===== src/rtl/frame_word_packer.sv =====
// ---------------------------------------------------------------------------
// frame_word_packer
//
// Captures one frame of pixel bytes over a valid/ready handshake and packs
// them little-endian into host words (first byte of a word in the LSBs).
// Packed words are queued in a small registered FIFO and presented on a
// word-stream port. The final (possibly partial, zero-padded) word of a frame
// is tagged so word_last marks it, and frame_done pulses once it is taken.
//
// Ports:
//   clk, rst_n        system clock (rising edge), async active-low reset
//   start             begin a frame; only looked at in IDLE
//   pix_data/valid    pixel byte input, pix_ready = byte accepted this cycle
//   word_data/valid   packed word output, word_ready = downstream takes it
//   word_last         head word is the final word of the frame
//   frame_done        one-cycle pulse after the final word is taken
//   busy              any state other than IDLE
//   byte_count        bytes accepted in the current (or last) frame
//
// State  | meaning
// -------+-----------------------------------------------------------------
// IDLE   | waiting for start; byte_count holds the previous frame's total
// CAPTURE| accepting bytes while the FIFO has room
// DRAIN  | all bytes taken; waiting for the last-tagged word to be popped
// DONE   | frame_done pulse, back to IDLE next cycle
// ---------------------------------------------------------------------------
module frame_word_packer #(
    parameter int PIX_W          = 8,
    parameter int BYTES_PER_WORD = 4,
    parameter int FRAME_BYTES    = 30000,
    parameter int FIFO_DEPTH     = 16
) (
    input  logic                                clk,
    input  logic                                rst_n,
    input  logic                                start,
    input  logic [PIX_W-1:0]                    pix_data,
    input  logic                                pix_valid,
    output logic                                pix_ready,
    output logic [PIX_W*BYTES_PER_WORD-1:0]     word_data,
    output logic                                word_valid,
    input  logic                                word_ready,
    output logic                                word_last,
    output logic                                frame_done,
    output logic                                busy,
    output logic [$clog2(FRAME_BYTES+1)-1:0]    byte_count
);

    localparam int WORD_W = PIX_W * BYTES_PER_WORD;
    localparam int CNT_W  = $clog2(FRAME_BYTES + 1);
    localparam int LANE_W = (BYTES_PER_WORD > 1) ? $clog2(BYTES_PER_WORD) : 1;
    localparam int PTR_W  = $clog2(FIFO_DEPTH);
    localparam int FILL_W = $clog2(FIFO_DEPTH + 1);

    localparam logic [CNT_W-1:0]  LAST_BYTE_IDX = CNT_W'(FRAME_BYTES - 1);
    localparam logic [LANE_W-1:0] LAST_LANE     = LANE_W'(BYTES_PER_WORD - 1);
    localparam logic [FILL_W-1:0] FIFO_FULL_CNT = FILL_W'(FIFO_DEPTH);

    typedef enum logic [1:0] {
        ST_IDLE,
        ST_CAPTURE,
        ST_DRAIN,
        ST_DONE
    } state_t;

    state_t              state_q, state_d;
    logic [LANE_W-1:0]   lane_q, lane_d;
    logic [WORD_W-1:0]   pack_q, pack_d;
    logic [CNT_W-1:0]    byte_count_q, byte_count_d;
    logic [PTR_W-1:0]    wr_ptr_q, wr_ptr_d;
    logic [PTR_W-1:0]    rd_ptr_q, rd_ptr_d;
    logic [FILL_W-1:0]   fill_q, fill_d;

    logic [WORD_W-1:0]   mem_data_q [FIFO_DEPTH];
    logic                mem_last_q [FIFO_DEPTH];

    logic                fifo_full;
    logic                fifo_empty;
    logic                accept;
    logic                final_byte;
    logic                push;
    logic                pop;
    logic                head_last;
    logic [WORD_W-1:0]   word_now;

    // ------------------------------------------------------------------
    // Handshakes and packing datapath
    // ------------------------------------------------------------------
    always_comb begin
        fifo_full  = (fill_q == FIFO_FULL_CNT);
        fifo_empty = (fill_q == '0);
        pix_ready  = (state_q == ST_CAPTURE) && !fifo_full;
        accept     = pix_valid && pix_ready;
        final_byte = (byte_count_q == LAST_BYTE_IDX);
        word_valid = !fifo_empty;
        pop        = word_valid && word_ready;
        head_last  = mem_last_q[rd_ptr_q];
        word_data  = mem_data_q[rd_ptr_q];
        word_last  = word_valid && head_last;
        frame_done = (state_q == ST_DONE);
        busy       = (state_q != ST_IDLE);
        byte_count = byte_count_q;

        // Upper lanes of pack_q are still zero, so a partial final word
        // comes out zero-padded without extra masking.
        word_now = pack_q;
        for (int i = 0; i < BYTES_PER_WORD; i++) begin
            if (lane_q == LANE_W'(i)) begin
                word_now[i*PIX_W +: PIX_W] = pix_data;
            end
        end

        push = accept && ((lane_q == LAST_LANE) || final_byte);
    end

    // ------------------------------------------------------------------
    // Next-state logic
    // ------------------------------------------------------------------
    always_comb begin
        state_d      = state_q;
        lane_d       = lane_q;
        pack_d       = pack_q;
        byte_count_d = byte_count_q;

        case (state_q)
            ST_IDLE: begin
                if (start) begin
                    state_d      = ST_CAPTURE;
                    lane_d       = '0;
                    pack_d       = '0;
                    byte_count_d = '0;
                end
            end
            ST_CAPTURE: begin
                if (accept) begin
                    byte_count_d = byte_count_q + CNT_W'(1);
                    if (push) begin
                        lane_d = '0;
                        pack_d = '0;
                    end else begin
                        lane_d = lane_q + LANE_W'(1);
                        pack_d = word_now;
                    end
                    if (final_byte) begin
                        state_d = ST_DRAIN;
                    end
                end
            end
            ST_DRAIN: begin
                // The last-tagged word is always the newest entry, so its
                // pop also means the FIFO is empty again.
                if (pop && head_last) begin
                    state_d = ST_DONE;
                end
            end
            ST_DONE: begin
                state_d = ST_IDLE;
            end
            default: begin
                state_d = ST_IDLE;
            end
        endcase
    end

    // ------------------------------------------------------------------
    // FIFO pointers and occupancy; push while full cannot happen since
    // pix_ready is low when the FIFO is full.
    // ------------------------------------------------------------------
    always_comb begin
        wr_ptr_d = push ? (wr_ptr_q + PTR_W'(1)) : wr_ptr_q;
        rd_ptr_d = pop  ? (rd_ptr_q + PTR_W'(1)) : rd_ptr_q;
        fill_d   = fill_q;
        case ({push, pop})
            2'b10:   fill_d = fill_q + FILL_W'(1);
            2'b01:   fill_d = fill_q - FILL_W'(1);
            default: fill_d = fill_q;
        endcase
    end

    always_ff @(posedge clk or negedge rst_n) begin
        if (!rst_n) begin
            state_q      <= ST_IDLE;
            lane_q       <= '0;
            pack_q       <= '0;
            byte_count_q <= '0;
            wr_ptr_q     <= '0;
            rd_ptr_q     <= '0;
            fill_q       <= '0;
        end else begin
            state_q      <= state_d;
            lane_q       <= lane_d;
            pack_q       <= pack_d;
            byte_count_q <= byte_count_d;
            wr_ptr_q     <= wr_ptr_d;
            rd_ptr_q     <= rd_ptr_d;
            fill_q       <= fill_d;
        end
    end

    // Storage needs no reset: entries are only visible while fill_q != 0.
    always_ff @(posedge clk) begin
        if (push) begin
            mem_data_q[wr_ptr_q] <= word_now;
            mem_last_q[wr_ptr_q] <= final_byte;
        end
    end

endmodule


===== config.mk =====
export PLATFORM = sky130hd
export DESIGN_NAME = frame_word_packer
export DESIGN_NICKNAME = d
export VERILOG_FILES = /design/src/rtl/frame_word_packer.sv
export SDC_FILE = /design/constraint.sdc
export NUM_CORES = 1
export LEC_CHECK = 0
export CORE_MARGIN = 4
export CORE_UTILIZATION = 65
export DETAILED_ROUTE_END_ITERATION = 10
export PLACE_DENSITY = 0.83
export SETUP_SLACK_MARGIN = 0.05
export SLEW_MARGIN = 20
export SYNTH_ARGS = -nofsm -noshare
export SYNTH_HDL_FRONTEND = slang
export SYNTH_SLANG_ARGS = --single-unit

===== constraint.sdc =====
create_clock -name clk -period 13.7 [get_ports clk]
set_clock_uncertainty 0.2 [all_clocks]
set_input_delay 3.425 -clock clk [delete_from_list [all_inputs] [get_ports clk]]
set_output_delay 3.425 -clock clk [all_outputs]
set_load 0.1 [all_outputs]

==> flow_metrics.py, run 1 <==
metrics = {
    "sta": {
        "max_freq_ghz": 0.1185,
        "slew_headroom_pct": 25.61,
        "slew_violations": 0,
        "hold_violations": 0,
        "setup_tns_ns": 0,
        "fin_crit_ns": 8.437,
        "finalSetupViolations": 0,
        "fin_crit_sh_pct": 61.59,
        "rsz0062_at_grt": "false",
        "worst_slack_ns": 5.263,
        "worst_slew_pin_slew_ns": 1.112,
    },
    "worst_setup_path": {
        "crit_required_ns": 10.07,
        "crit_path_end_kind": "output pin",
        "critPathKind": "reg2out",
        "start_kind": "register",
        "cp_cell_sequence": "buf_4 -> buf_4 -> mux4_2 -> mux4_2 -> clkdlybuf4s50_1",
        "reg2reg_depth": 8,
        "cp_slowest_stage_delay_ns": 1.00,
        "crit_fanout": 55,
        "crit_arrival_ns": 4.81,
        "slowest_stage": "clkdlybuf4s50_1",
    },
    "clock_network": {
        "cts_setup_buffers": 0,
        "clockRootBuffer": "clkbuf_16",
        "ctsResizeCount": 0,
        "cts_buffers": 56,
        "path_clk_slew_ns": 0.06,
        "htreeDepth": 2,
        "tritoncts": "yes",
        "postCtsHoldBufs": 0,
        "cts.sinks": 592,
        "worst_skew_pair.late_latency_ns": 0.58,
        "clockBufferDepth": 3,
    },
    "synth": {
        "ys.flop_type": "edfxtp_1",
        "synthSimpleGateAreaFrac_pct": 2.782,
        "synth_fp_nets": 1178,
        "ys_warn_count": 0,
        "synth-seq-cells": 592,
        "synth-async-reset-ratio_pct": 10.81,
        "netlist_area_sq_mm": 0.02375,
        "synthXorXnorAreaFrac_pct": 0.5900,
        "seq_area_frac_synth_pct": 73.50,
        "synthAdderAreaFrac_pct": 0.9483,
        "synth-compound-area-share_pct": 3.308,
        "synth-edff-count": 528,
        "synth.distinct_cells": 52,
        "postSynthCellCount": 1147,
        "syn_avg_cell_area_sq_um": 20.71,
        "synth_top_family_by_area": "multiplexers",
        "muxShareOfSynthArea_pct": 17.21,
    },
    "place": {
        "portBuffers": 64,
        "hpwlAfterDp_um": 26880,
        "place_inst": 1630,
        "dp_slack_ns": 5.919,
        "gp_congestion": 0.8126,
    },
    "power_and_ir_drop": {
        "p_per_area_mw_per_mm2": 226.9,
        "leakage_nw": 8.920,
        "vdd_ir_drop_max_v": 0.0003490,
    },
    "floorplan": {
        "die_area_sq_mm": 0.03966,
        "fp-row-count": 69,
        "fp.coreArea_sq_mm": 0.03583,
        "die_h_um": 199.2,
        "ios": 65,
        "die_w_um": 199.2,
        "initial_core_util_pct": 66.29,
    },
    "routing": {
        "vias": 12070,
        "vias_per_cell": 6.949,
        "drtAntennaViolNets": 0,
        "drt-wirelength-per-cell_um": 31.08,
        "firstDrtPassIters": 5,
        "drt_iter0_drc": 1709,
        "drt-total-wl_um": 53980,
        "drc": 0,
    },
    "final_layout": {
        "fin_nets": 1258,
        "fillerInstances": 1860,
        "layout.cells.non_filler": 1737,
        "drive_gt1_share_pct": 25.77,
        "area_growth_pct": 12.27,
    },
    "grt": {
        "grtUsageTotal_pct": 28.14,
        "antenna_found_initial": 1,
        "grt_max_degree": 88,
        "grt_overflow": 0,
        "grt_pass1_wl_um": 81470,
        "grt_pass1_vias": 12700,
    },
    "run_status": {
        "status": "finished clean",
    },
    "hold_path": {
        "hp-class": "reg2reg",
        "whs_path_depth": 2,
    },
    "flow_run": {
        "cap_violations": 0,
    },
}
[worst max-delay path, delay by kind of cell, from the launching register on]
kind                   cells  cell delay [ns]
DFF                        1             0.84
muxes                      2             0.92
buffers and inverters      3             2.31
[cell type report]
class | count | area [sq um] | share of cell area, %
inverters | 14 | 52.55 | 0.1971
flip-flops and latches | 592 | 17470 | 65.51
clock buffers | 88 | 1593 | 5.973
repair buffers | 90 | 834.6 | 3.130
well taps | 461 | 576.8 | 2.163
multi-input cells | 473 | 5959 | 22.35
clock inverters | 16 | 173.9 | 0.6522
diodes | 3 | 7.507 | 0.02815
[logic make-up after synthesis]
logic type / count (synthesis)
buf+inv: 82
xor+xnor: 16
flops: 592
mux: 199
fa+ha+maj: 18
compound gates: 117
simple gates: 123
[per-layer routing]
layer | global-route usage, % | wire [um]
met3 | 5.665 | 5444
met1 | 39.87 | 19620
met5 | 0 | 0
met4 | 9.271 | 1622
met2 | 45.39 | 27290
[metrics by stage]
step           instance area, sq um  hold WS (ns)  total power [mW]  util, %
5_1_grt                       26660        0.3010             6.267    74.40
6_report                      26660        0.2774             6.049    74.42
4_1_cts                       26650        0.2800             6.076    74.39
2_1_floorplan                 23750        0.2460             4.109        -
3_5_place_dp                  24890        0.2663             4.573    69.46
3_3_place_gp                  24890        0.2575             4.525    69.46
[worst paths after layout]
| path | start | end | slack (ns) |
|---|---|---|---|
| max | rd_ptr_q[1]$_DFFE_PN0N_ | word_data[3] | 5.26 |
| min | pack_q[31]$_DFFE_PN0P_ | pack_q[31]$_DFFE_PN0P_ | 0.28 |
| max reg2reg | byte_count[0]$_DFFE_PN0P_ | mem_data_q[11][7]$_DFFE_PP_ | 9.54 |
| min reg2reg | pack_q[31]$_DFFE_PN0P_ | pack_q[31]$_DFFE_PN0P_ | 0.28 |
| max in group asynchronous | rst_n | rd_ptr_q[1]$_DFFE_PN0N_ | 9.75 |
| min in group asynchronous | rst_n | byte_count[9]$_DFFE_PN0P_ | 2.83 |
[Yosys cell counts (14+ instances only)]
cell type / instances / share of area, %
mux2_2: 34 / 1.6
mux4_2: 164 / 16
o21ai_1: 17 / 0.36
ha_1: 18 / 0.95
nand2_1: 51 / 0.81
clkbuf_1: 35 / 0.55
dfrtp_1: 64 / 6.7
edfxtp_1: 528 / 67
o21ai_0: 23 / 0.48
o211ai_1: 32 / 1.0
inv_1: 14 / 0.22
buf_2: 22 / 0.46
[state kept, by name, indices dropped and copies added (netlist names)]
signal      flops
byte_count     15
fill_q          5
lane_q          2
mem_data_q    512
mem_last_q     16
pack_q         32
rd_ptr_q        4
state_q         2
wr_ptr_q        4
[cell usage in the layout, fill, tap and decap left out, types with 3 or more instances in the layout]
master / count
edfxtp_1: 528
mux4_2: 164
clkdlybuf4s50_1: 63
dfrtp_1: 60
clkbuf_16: 57
nand2_1: 51
mux2_2: 34
o211ai_1: 32
clkbuf_1: 26
buf_4: 25
o21ai_0: 23
o21ai_1: 17
ha_1: 17
inv_1: 14
a21oi_1: 13
nor2_1: 12
xnor2_1: 11
o31ai_1: 9
nand3_1: 7
clkinv_2: 7
xor2_1: 5
or4_1: 5
or3_1: 5
clkinv_1: 5
clkbuf_8: 5
and3_1: 4
and4_2: 4
nor4b_2: 4
and2_2: 4
nor3b_2: 4
o21ai_2: 4
nand2b_1: 4
bufinv_16: 4
diode_2: 3
nand3b_1: 3
and4_1: 3
a22o_1: 3
a2111oi_0: 3
nand4_1: 3
[where the power goes]
group	internal [mW]	switching (mW)	total [mW]	leakage [nW]
registers	2.15	0.146	2.30	5.89
logic	0.756	1.49	2.25	2.17
clock network	0.869	0.630	1.50	0.861
(Power assumes the default switching activity.)
==> run 2: changes to the inputs <==
--- a/config.mk
+++ b/config.mk
@@ -6,9 +6,9 @@
 export NUM_CORES = 1
 export LEC_CHECK = 0
 export CORE_MARGIN = 4
-export CORE_UTILIZATION = 65
+export CORE_UTILIZATION = 55
 export DETAILED_ROUTE_END_ITERATION = 10
-export PLACE_DENSITY = 0.83
+export PLACE_DENSITY = 0.75
 export SETUP_SLACK_MARGIN = 0.05
 export SLEW_MARGIN = 20
 export SYNTH_ARGS = -nofsm -noshare
==> constraint.sdc (replaced) <==
create_clock -name clk -period 7.4 [get_ports clk]
set_clock_uncertainty 0.2 [all_clocks]
set_input_delay 1.85 -clock clk [delete_from_list [all_inputs] [get_ports clk]]
set_output_delay 1.85 -clock clk [all_outputs]
set_load 0.1 [all_outputs]
==> flow_metrics.py, run 2 (synthesis results as in run 1) <==
metrics = {
    "clock_network": {
        "clockRootBuffer": "clkbuf_16",
        "postCtsHoldBufs": 0,
        "cts.sinks": 592,
        "cts_setup_buffers": 0,
        "ctsResizeCount": 0,
        "path_clk_slew_ns": 0.07,
        "tritoncts": "yes",
        "cts_buffers": 56,
        "clockBufferDepth": 3,
        "htreeDepth": 2,
        "worst_skew_pair.late_latency_ns": 0.60,
    },
    "final_layout": {
        "area_growth_pct": 13.49,
        "fin_area_sq_mm": 0.02695,
        "layout.cells.non_filler": 1858,
        "final_cell_mix": "528 x edfxtp_1, 164 x mux4_2, 63 x clkdlybuf4s50_1",
        "fillerInstances": 2771,
        "drive_gt1_share_pct": 27.29,
        "fin_nets": 1263,
        "final_util_pct": 63.69,
        "regMostFlops": "mem_data_q",
        "top_regs": "mem_data_q x512, pack_q x32, mem_last_q x16",
        "largest_reg_flops": 512,
        "final_common_cell": "edfxtp_1",
    },
    "worst_setup_path": {
        "crit_path_end_kind": "output pin",
        "worst_path_most_repeated_cell": "mux4_2",
        "cp_slowest_stage_delay_ns": 1.00,
        "critPathBufInv": 2,
        "path_delay_family": "buffers and inverters",
        "crit_required_ns": 5.35,
        "slowest_stage": "clkdlybuf4s50_1",
        "start_kind": "register",
        "crit_arrival_ns": 3.93,
        "critPathKind": "reg2out",
        "cp_cell_sequence": "buf_12 -> mux4_2 -> mux4_2 -> clkdlybuf4s50_1",
        "crit_fanout": 61,
    },
    "flow_run": {
        "cap_violations": 0,
    },
    "sta": {
        "max_freq_ghz": 0.1672,
        "slew_headroom_pct": 30.12,
        "fin_crit_sh_pct": 80.83,
        "finalSetupViolations": 0,
        "worst_slack_ns": 1.418,
        "rsz0062_at_grt": "false",
        "fin_crit_ns": 5.982,
        "whs_ns": 0.2725,
        "hold_violations": 0,
        "worst_slew_pin_slew_ns": 1.045,
        "setup_tns_ns": 0,
        "slew_violations": 0,
    },
    "routing": {
        "vias": 11780,
        "drc": 0,
        "drt_iter0_drc": 1214,
        "drt-wirelength-per-cell_um": 27.26,
        "drt-total-wl_um": 50650,
        "vias_per_cell": 6.337,
        "drtAntennaViolNets": 0,
        "firstDrtPassIters": 5,
    },
    "place": {
        "dp_slack_ns": 1.960,
        "portBuffers": 64,
        "gp_congestion": 0.7913,
        "hpwlAfterDp_um": 27430,
        "postPlaceCellArea_sq_mm": 0.02511,
        "place_inst": 1751,
    },
    "power_and_ir_drop": {
        "post-layout-total-power_mw": 11.20,
        "p_per_area_mw_per_mm2": 415.6,
        "leakage_nw": 8.987,
        "vdd_ir_drop_max_v": 0.0004045,
    },
    "hold_path": {
        "hp-class": "reg2reg",
    },
    "grt": {
        "grt_pass1_wl_um": 76900,
        "grt_pass1_vias": 12030,
        "antenna_found_initial": 2,
        "grt_max_degree": 88,
        "grt_overflow": 0,
        "grtUsageTotal_pct": 22.12,
    },
    "floorplan": {
        "fp.coreArea_sq_mm": 0.04232,
        "die_area_sq_mm": 0.04657,
        "die_w_um": 215.8,
        "initial_core_util_pct": 56.12,
        "fp-row-count": 75,
        "ios": 65,
        "die_h_um": 215.8,
    },
    "run_status": {
        "status": "finished clean",
    },
}
==> run 2: cell count changes in the layout (fill, tap and decap cells not counted), sizes merged <==
cell	change
buf	+5
bufinv	-3
clkbuf	-2
clkinv	-2
clkinvlp	+6
diode	-1
inv	+2
==> run 2: worst paths after layout <==
check | cells past startpoint | end | startpoint | slack (ns)
max in group asynchronous | 2 | rd_ptr_q[0]$_DFFE_PN0N_ | rst_n | 5.07
min in group asynchronous | 2 | byte_count[7]$_DFFE_PN0P_ | rst_n | 1.24
setup reg to reg | 8 | mem_data_q[9][29]$_DFFE_PP_ | state_q[1]$_DFFE_PN0P_ | 2.89
hold reg to reg | 2 | pack_q[23]$_DFFE_PN0P_ | pack_q[23]$_DFFE_PN0P_ | 0.27
hold / removal | 2 | pack_q[23]$_DFFE_PN0P_ | pack_q[23]$_DFFE_PN0P_ | 0.27
setup / recovery | 4 | word_data[25] | rd_ptr_q[0]$_DFFE_PN0N_ | 1.42
==> run 2: tightest hold or removal path: stages, from the launching register on <==
cell and delay [ns]:
dfrtp_1 0.34, nand2_1 0.06, o21ai_2 0.05
==> run 2: layout make-up <==
type	instances	area, sq um	share of cell area (%)
clock buffers	86	1685	6.253
repair buffers	95	905.9	3.361
inverters	14	52.55	0.1950
well taps	577	721.9	2.678
flip-flops and latches	592	17470	64.80
diodes	2	5.005	0.01857
multi-input cells	473	5966	22.13
clock inverters	19	151.4	0.5617
==> run 2: per-layer routing <==
metal | part of all wire, % | global-route usage (%) | vias to the layer above
met5 | 0.026 | 0 | -
met4 | 1.9 | 5.196 | 2
met3 | 8.0 | 4.684 | 69
met2 | 50 | 35.71 | 508
met1 | 40 | 31.73 | 6252
li1 | - | - | 4944
==> run 2: power by group <==
part / internal (mW) / total (mW) / leakage [nW] / switching (mW)
Sequential: 3.99 / 4.23 / 5.89 / 0.243
Combinational: 1.42 / 4.18 / 2.21 / 2.76
Clock: 1.61 / 2.79 / 0.888 / 1.18
Total: 7.01 / 11.2 / 8.99 / 4.19
